==> src/rtl/bus_arbiter_wd.sv <==
// rtl/bus_arbiter_wd.sv - round-robin bus arbiter with strobe watchdog
module bus_arbiter_wd #(
  parameter int N_MASTERS = 3,
  parameter int ID_W      = 2,
  parameter int TIMEOUT   = 255,
  parameter int CNT_W     = 8
) (
  input  logic                 clk_i,
  input  logic                 rst_i,
  input  logic [N_MASTERS-1:0] m_cyc_i,
  input  logic [N_MASTERS-1:0] m_stb_i,
  input  logic                 ack_i,
  input  logic                 err_i,
  input  logic                 clr_i,
  output logic [N_MASTERS-1:0] gnt_o,
  output logic [ID_W-1:0]      gnt_id_o,
  output logic                 busy_o,
  output logic                 to_err_o,
  output logic                 to_flag_o,
  output logic [ID_W-1:0]      to_id_o
);

  typedef enum logic {IDLE, OWN} state_t;

  state_t               state_q;
  logic [N_MASTERS-1:0] gnt_q;
  logic [ID_W-1:0]      gnt_id_q;
  logic [ID_W-1:0]      rr_q;
  logic                 busy_q;
  logic [CNT_W-1:0]     cnt_q;
  logic                 to_err_q;
  logic                 to_flag_q;
  logic [ID_W-1:0]      to_id_q;

  logic [ID_W-1:0]      sel_d;
  logic                 found_d;
  logic [N_MASTERS-1:0] gnt_d;
  logic                 owner_cyc;
  logic                 owner_stb;
  logic                 count_en;
  logic                 fire;

  // Round-robin scan: first requester found walking upward from rr+1, wrapping.
  always_comb begin
    sel_d   = gnt_id_q;
    found_d = 1'b0;
    for (int i = 1; i <= N_MASTERS; i++) begin
      for (int j = 0; j < N_MASTERS; j++) begin
        if (!found_d && m_cyc_i[j] &&
            ((int'(rr_q) + i == j) || (int'(rr_q) + i == j + N_MASTERS))) begin
          found_d = 1'b1;
          sel_d   = ID_W'(j);
        end
      end
    end
  end

  // One-hot form of the selected master.
  always_comb begin
    gnt_d = '0;
    for (int j = 0; j < N_MASTERS; j++) begin
      if (sel_d == ID_W'(j)) gnt_d[j] = 1'b1;
    end
  end

  assign owner_cyc = m_cyc_i[gnt_id_q];
  assign owner_stb = m_stb_i[gnt_id_q];
  // A slave response in the terminal cycle stops counting, so it also suppresses the fire.
  assign count_en  = (state_q == OWN) && owner_stb && !ack_i && !err_i;
  assign fire      = count_en && (cnt_q == CNT_W'(TIMEOUT - 1));

  // Arbitration FSM, watchdog counter and sticky timeout status.
  always_ff @(posedge clk_i) begin
    if (rst_i) begin
      state_q   <= IDLE;
      gnt_q     <= '0;
      gnt_id_q  <= '0;
      rr_q      <= ID_W'(N_MASTERS - 1);
      busy_q    <= 1'b0;
      cnt_q     <= '0;
      to_err_q  <= 1'b0;
      to_flag_q <= 1'b0;
      to_id_q   <= '0;
    end else begin
      to_err_q <= fire;
      if (fire) to_id_q <= gnt_id_q;
      if (clr_i) begin
        to_flag_q <= 1'b0;
      end else if (fire) begin
        to_flag_q <= 1'b1;
      end

      case (state_q)
        IDLE: begin
          cnt_q <= '0;
          if (found_d) begin
            gnt_q    <= gnt_d;
            gnt_id_q <= sel_d;
            rr_q     <= sel_d;
            busy_q   <= 1'b1;
            state_q  <= OWN;
          end
        end
        OWN: begin
          if (!owner_cyc) begin
            // Owner released the burst: hand over directly or go idle.
            cnt_q <= '0;
            if (found_d) begin
              gnt_q    <= gnt_d;
              gnt_id_q <= sel_d;
              rr_q     <= sel_d;
            end else begin
              gnt_q   <= '0;
              busy_q  <= 1'b0;
              state_q <= IDLE;
            end
          end else if (count_en && !fire) begin
            cnt_q <= cnt_q + 1'b1;
          end else begin
            cnt_q <= '0;
          end
        end
        default: begin
          state_q <= IDLE;
          gnt_q   <= '0;
          busy_q  <= 1'b0;
          cnt_q   <= '0;
        end
      endcase
    end
  end

  assign gnt_o     = gnt_q;
  assign gnt_id_o  = gnt_id_q;
  assign busy_o    = busy_q;
  assign to_err_o  = to_err_q;
  assign to_flag_o = to_flag_q;
  assign to_id_o   = to_id_q;

endmodule

==> config.mk <==
export PLATFORM = sky130hd
export DESIGN_NAME = bus_arbiter_wd
export DESIGN_NICKNAME = d
export VERILOG_FILES = /design/src/rtl/bus_arbiter_wd.sv
export SDC_FILE = /design/constraint.sdc
export NUM_CORES = 1
export LEC_CHECK = 0
export CAP_MARGIN = 20
export CORE_MARGIN = 4
export CORE_UTILIZATION = 51
export CTS_CLUSTER_DIAMETER = 30
export DETAILED_ROUTE_END_ITERATION = 16
export GPL_ROUTABILITY_DRIVEN = 0
export PLACE_DENSITY = 0.81
export RECOVER_POWER = 50
export SLEW_MARGIN = 20
export SYNTH_ARGS = -nofsm -noshare
export SYNTH_HDL_FRONTEND = slang
export SYNTH_SLANG_ARGS = --single-unit
==> constraint.sdc <==
create_clock -name clk_i -period 2.9 [get_ports clk_i]
set_clock_uncertainty 0.2 [all_clocks]
set_input_delay 0.58 -clock clk_i [delete_from_list [all_inputs] [get_ports clk_i]]
set_output_delay 0.58 -clock clk_i [all_outputs]
set_load 0.02 [all_outputs]
; ---- Word-level counts from Yosys, hierarchy flattened
; Cells that the tools add are included.
[classes]
n_addsub = 4
n_lt_le_gt_ge = 1
eq_ne = 21
n_mux = 45
bitwise = 1
reduce_logical = 49
[op_table]
columns = op, count
row1 = "== test 32 x 3 -> 1 bit, second input constant", 6
row2 = "== test 32 x 2 -> 1 bit, second input constant", 3
row3 = "== test 32 x 4 -> 1 bit, second input constant", 3
row4 = logical NOT 32 bit, 3
row5 = two-way mux 2 bit, 13
row6 = logical AND 1 bit, 22
row7 = two-way mux 1 bit, 19
row8 = two-way mux 8 bit, 2
row9 = case mux 8 bit (2 select lines), 1
row10 = logical NOT 1 bit, 11
row11 = "== test 3 bit, second input constant", 3
row12 = logical OR 1 bit, 9
row13 = two-way mux 3 bit, 3
row14 = "adder 8 x 1 -> 8 bit, second input constant", 1
row15 = "== test 8 bit, second input constant", 1
row16 = case mux 2 bit (2 select lines), 2
row17 = "adder 2 x 2 -> 3 bit, second input constant", 2
row18 = "inequality test 2 bit, second input constant", 3
row19 = case mux 3 bit (2 select lines), 1
row20 = binary-select mux 1 bit (select 2 bit), 2
row21 = case mux 1 bit (2 select lines), 2
row22 = "adder 2 x 1 -> 3 bit, second input constant", 1
row23 = "less-than comparator 2 x 3 -> 1 bit, second input constant", 1
row24 = AND reduction 3 bit, 1
row25 = 6 further kinds, 6
[word_totals]
register_bits = 21
input_bits = 11
output_inout_bits = 10
wordCells = 130

; ---- Longest topological paths before layout
[logic_depth]
word_depth = 42
depth_mapped = 8
mapped_depth_nobuf = 7

; ---- Least setup slack after synthesis
; Ideal clock, no wire load.
[synth_timing]
path_type = flip-flop to flip-flop
from = reg rr_q[0]
to = reg gnt_id_q[1] (netlist: gnt_id_o[1])
setup_time_ns = 0.071
arrival_time_ns = 1.857
required_time_ns = 2.629
setup_slack_ns = 0.773
stages_incl_launch_ff = 8
n_path_buf = 0
period_less_slack_ns = 2.127
cell_sequence = dfxtp_1 > inv_1 > ha_1 > inv_1 > a22oi_1 > nand3b_1 > a21bo_2 > a21oi_1
[synth_via]
elab_chain_len = 40
word_cells_on_any_way = 76
cone_classes = add/sub (3) / eq/ne (15) / mux (21) / reduce/logical (37)
[synth_lines]
columns = item, line_no
row1 = "start, declared", 28  ; logic [ID_W-1:0] rr_q;
row2 = "start signal, assigned", 78  ; rr_q <= ID_W'(N_MASTERS - 1);
row3 = "start signal, assigned", 99  ; rr_q <= sel_d;
row4 = "start signal, assigned", 111  ; rr_q <= sel_d;
row5 = adder 2 x 1 -> 3 bit, 50  ; ((int'(rr_q) + i == j) || (int'(rr_q) + i == j + N_MASTERS))) begin
row6 = == test 32 x 3 -> 1 bit / logical NOT 32 bit (equally long branches), 50
row7 = logical OR 1 bit, 50
row8 = logical AND 1 bit, 49  ; if (!found_d && m_cyc_i[j] &&
row9 = two-way mux 1 bit, 49
row10 = logical NOT 1 bit, 49
row11 = logical AND 1 bit (2 in series), 49
row12 = two-way mux 1 bit, 49
row13 = [21 not listed], --
row14 = logical AND 1 bit (2 in series), 49
row15 = two-way mux 1 bit, 49
row16 = logical NOT 1 bit, 49
row17 = logical AND 1 bit (2 in series), 49
row18 = two-way mux 2 bit / two-way mux 1 bit (equally long branches), 49
row19 = two-way mux 2 bit *, "96, 108"
row20 = two-way mux 2 bit, 105  ; if (!owner_cyc) begin
row21 = case mux 2 bit (2 select lines) *, 93  ; case (state_q)
row22 = "end signal, assigned", 98  ; gnt_id_q <= sel_d;
row23 = "end signal, assigned", 110  ; gnt_id_q <= sel_d;
row24 = "end, declared", 27  ; logic [ID_W-1:0] gnt_id_q;
; Mark *: on every way between the ends. The rest lies on a longest branch, timed or not. The select of a mux whose other input is x is not followed.
; A chain may end at the register's enable or synchronous reset.

; ---- Worst setup path after layout
[layout_timing]
from = in m_cyc_i[0]
to = reg cnt_q[2]
[layout_via]
elab_chain_len = 4
[layout_lines]
columns = item, line_no
row1 = "start, declared", 10  ; input logic [N_MASTERS-1:0] m_cyc_i,
row2 = binary-select mux 1 bit (select 2 bit), 66  ; assign owner_cyc = m_cyc_i[gnt_id_q];
row3 = two-way mux 1 bit (not written as such), 66
row4 = two-way mux 8 bit, 105
row5 = case mux 8 bit (2 select lines), 93
row6 = "end signal, assigned", 118  ; cnt_q <= cnt_q + 1'b1;
row7 = "end, declared", 30  ; logic [CNT_W-1:0] cnt_q;
; No other way between the ends. The select of a mux whose other input is x is not followed.

==> flow_summary.toml <==
[setup_path]
r2r_setup_slack_ns = 0.64
r2r_end = "busy_o"
crit_required_ns = 2.94
path_class = "primary input to register"
timing.rr.start = "rr_q[0]"
arrival_ns = 2.47
worst_setup_path_start_kind = "primary input"
worst_setup_path_end_kind = "register"
cp_max_fo = 10
reg2reg_depth = 7

[layout]
syn2layout_area_growth_pct = 21.87
multi_input_area_um2 = 664.4
n_antenna_cell = 0
fill_cells = 178
final_util = 0.6795
regArea_um2 = 400.4
drive_gt1_frac = 0.07742
fin_nets = 172

[clocking]
cts_resized = 0
cts_buffers = 3
post_cts_buffers = 0
clockRootBuffer = "clkbuf_4"
cts_buffer_depth = 2
ctsHoldBuffers = 0
clkTransAtPathRegs_ns = 0.11
cts_tree = "done"
clock_latency_ns = 0.29
cts.sinks = 20
htree_levels = 1

[synth]
syn_nets = 152
ys.flop_type = "dfxtp_1"
synth_top_area_frac = 0.3516
yosysTopAreaCell = "dfxtp_1"
synth-edff-count = 0
yosys_warnings = 0
yosysMostFrequentCell = "dfxtp_1"
yosysUniqueCellTypes = 42
avgSynthCellArea_um2 = 8.372
syn_inst = 136
syn_area_mm2 = 0.001139
synthArstFlopShare = 0
ys_seq_area_frac = 0.3516
synth_common_cells = "dfxtp_1 (20), nor2_1 (15), nand2_1 (11), nand3_1 (11), inv_1 (8)"
ys_seq_elements = 20
ys_top_cells_by_area = "dfxtp_1 (35%), ha_1 (5.5%), nor2_1 (4.9%), nand3_1 (4.8%), xor2_1 (3.8%)"

[floorplanning]
fp.dieH_um = 55.25
dieWidth_um = 55.25
fp-row-count = 16
top_level_ports = 21
core_mm2 = 0.002042
die-area_mm2 = 0.003053
start_util = 0.5576

[placement]
portBuffers = 20
detailed_place_hpwl_um = 1906

[sta]
final.setup.tns_ns = 0
grt_setup_unrepaired = "false"
drv_slew = 0
slew_headroom = 0.7058
setup_viol = 0
fmaxAchievable_ghz = 0.4117
period_minus_slack_ns = 2.429
tightest_slew_ns = 0.4413
hold_violations = 0
fin_crit_sh = 0.8376

[route]
antenna_left = 0
drtPass1Iterations = 4
viasPerCell = 5.670
routed-via-count = 1032
drtIter0Drc = 18
drc = 0
wl_um = 2538
wl_per_cell_um = 13.95

[global_route]
overflow = 0
grt_max_degree = 12
track_usage = 0.1818
grt_pass1_vias = 971
antenna_found_initial = 0
grt_first_pass_wirelength_um = 4574

[pwr]
powerDensity_mw_per_mm2 = 761.4
leakage_nw = 0.5876
vdd_ir_drop_max_mv = 0.4900

[hold_path]
holdCritStartpoint = "to_flag_o"
hp-class = "register to register"
hold_depth = 2
hold_path_end = "to_flag_o"

[run]
maxCapViolCount = 0

[run_status]
status = "completed"
-- flip-flops by register name, summed over array words and instances (netlist names) --
register / count
busy_o: 1
cnt_q: 8
gnt_id_o: 1
gnt_o: 3
rr_q: 2
state_q: 1
to_err_o: 1
to_flag_o: 1
to_id_o: 2
-- layer usage --
layer,wire length [um],share of wire,track usage
met4,7,0.0028,0.03125
met1,1193,0.47,0.2479
met5,0,0,0
met3,171,0.067,0.05361
met2,1166,0.46,0.2872
-- power by group --
part	switching (W)	total [W]	internal (W)	leakage, nW
combinational	0.000316	0.000551	0.000234	0.404
sequential	0.0000289	0.000346	0.000317	0.163
clock	0.0000828	0.000159	0.0000765	0.0210
-- kinds of logic (layout without fill, tap and decap cells) --
| logic type | Yosys count | after routing | synth area share |
|---|---|---|---|
| adder cells (fa/ha/maj) | 5 | 5 | 0.05495 |
| multiplexers | 4 | 4 | 0.03517 |
| XOR/XNOR | 6 | 6 | 0.04615 |
| buffers and inverters | 16 | 35 | 0.06483 |
| AND/OR/NAND/NOR | 53 | 53 | 0.2352 |
| flip-flops | 20 | 20 | 0.3516 |
| AO/OA/AOI/OAI | 32 | 32 | 0.2121 |
-- critical path, cell delays in order --
cell           delay (ns)
dlygate4sd3_1        0.72
mux2i_1              0.15
o2bb2ai_2            0.20
nand2_1              0.10
or4_4                0.58
nor2_1               0.13
-- area by class of cell --
| type | instances | area share |
|---|---|---|
| Timing Repair Buffer | 23 | 0.1605 |
| Clock buffer | 4 | 0.02615 |
| Tap cell | 27 | 0.02435 |
| Multi-Input combinational cell | 100 | 0.4788 |
| Inverter | 8 | 0.02164 |
| Sequential cell | 20 | 0.2885 |
-- worst max-delay path by stage --
stage,start,endpoint,slack [ns],cells past startpoint
after global routing,m_cyc_i[0],cnt_q[4],0.37,6
after floorplan,rr_q[0],gnt_id_o[1],0.77,7
after CTS,m_cyc_i[0],cnt_q[2],0.54,6
after global placement,m_cyc_i[0],cnt_q[4],0.28,6
after detailed placement,m_cyc_i[0],cnt_q[2],0.24,6
final,m_cyc_i[0],cnt_q[2],0.47,6
-- per-stage QoR --
stage	instance area, um2	cells	hold slack (ns)	total power (W)	setup slack (ns)
floorplan	1139	136	0.2525	0.0007521	0.7728
global placement	1351	178	0.2390	0.0008959	0.2774
detailed placement	1351	178	0.2588	0.0009088	0.2365
CTS	1388	182	0.2746	0.001070	0.5445
global route	1388	182	0.2809	0.001143	0.3674
finish	1388	182	0.2698	0.001057	0.4710
-- layout by cell type (no fill, tap or decap), types with 2 or more instances in the layout --
master / synthesis / routed
a21bo_2: 2 / 2
a21boi_0: 3 / 3
a21oi_1: 7 / 7
a22oi_1: 2 / 2
and2_1: 4 / 3
and3_1: 2 / 2
and4_1: 2 / 2
buf_4: 1 / 3
clkbuf_4: 0 / 3
clkdlybuf4s50_1: 0 / 9
dfxtp_1: 20 / 20
dlygate4sd3_1: 0 / 11
ha_1: 5 / 5
inv_1: 8 / 8
mux2i_1: 4 / 4
nand2_1: 11 / 11
nand3_1: 11 / 11
nand4_1: 3 / 3
nor2_1: 15 / 15
o21a_1: 2 / 2
o21ai_0: 2 / 2
xor2_1: 5 / 5
No activity file was read; power rests on OpenSTA's default activity.
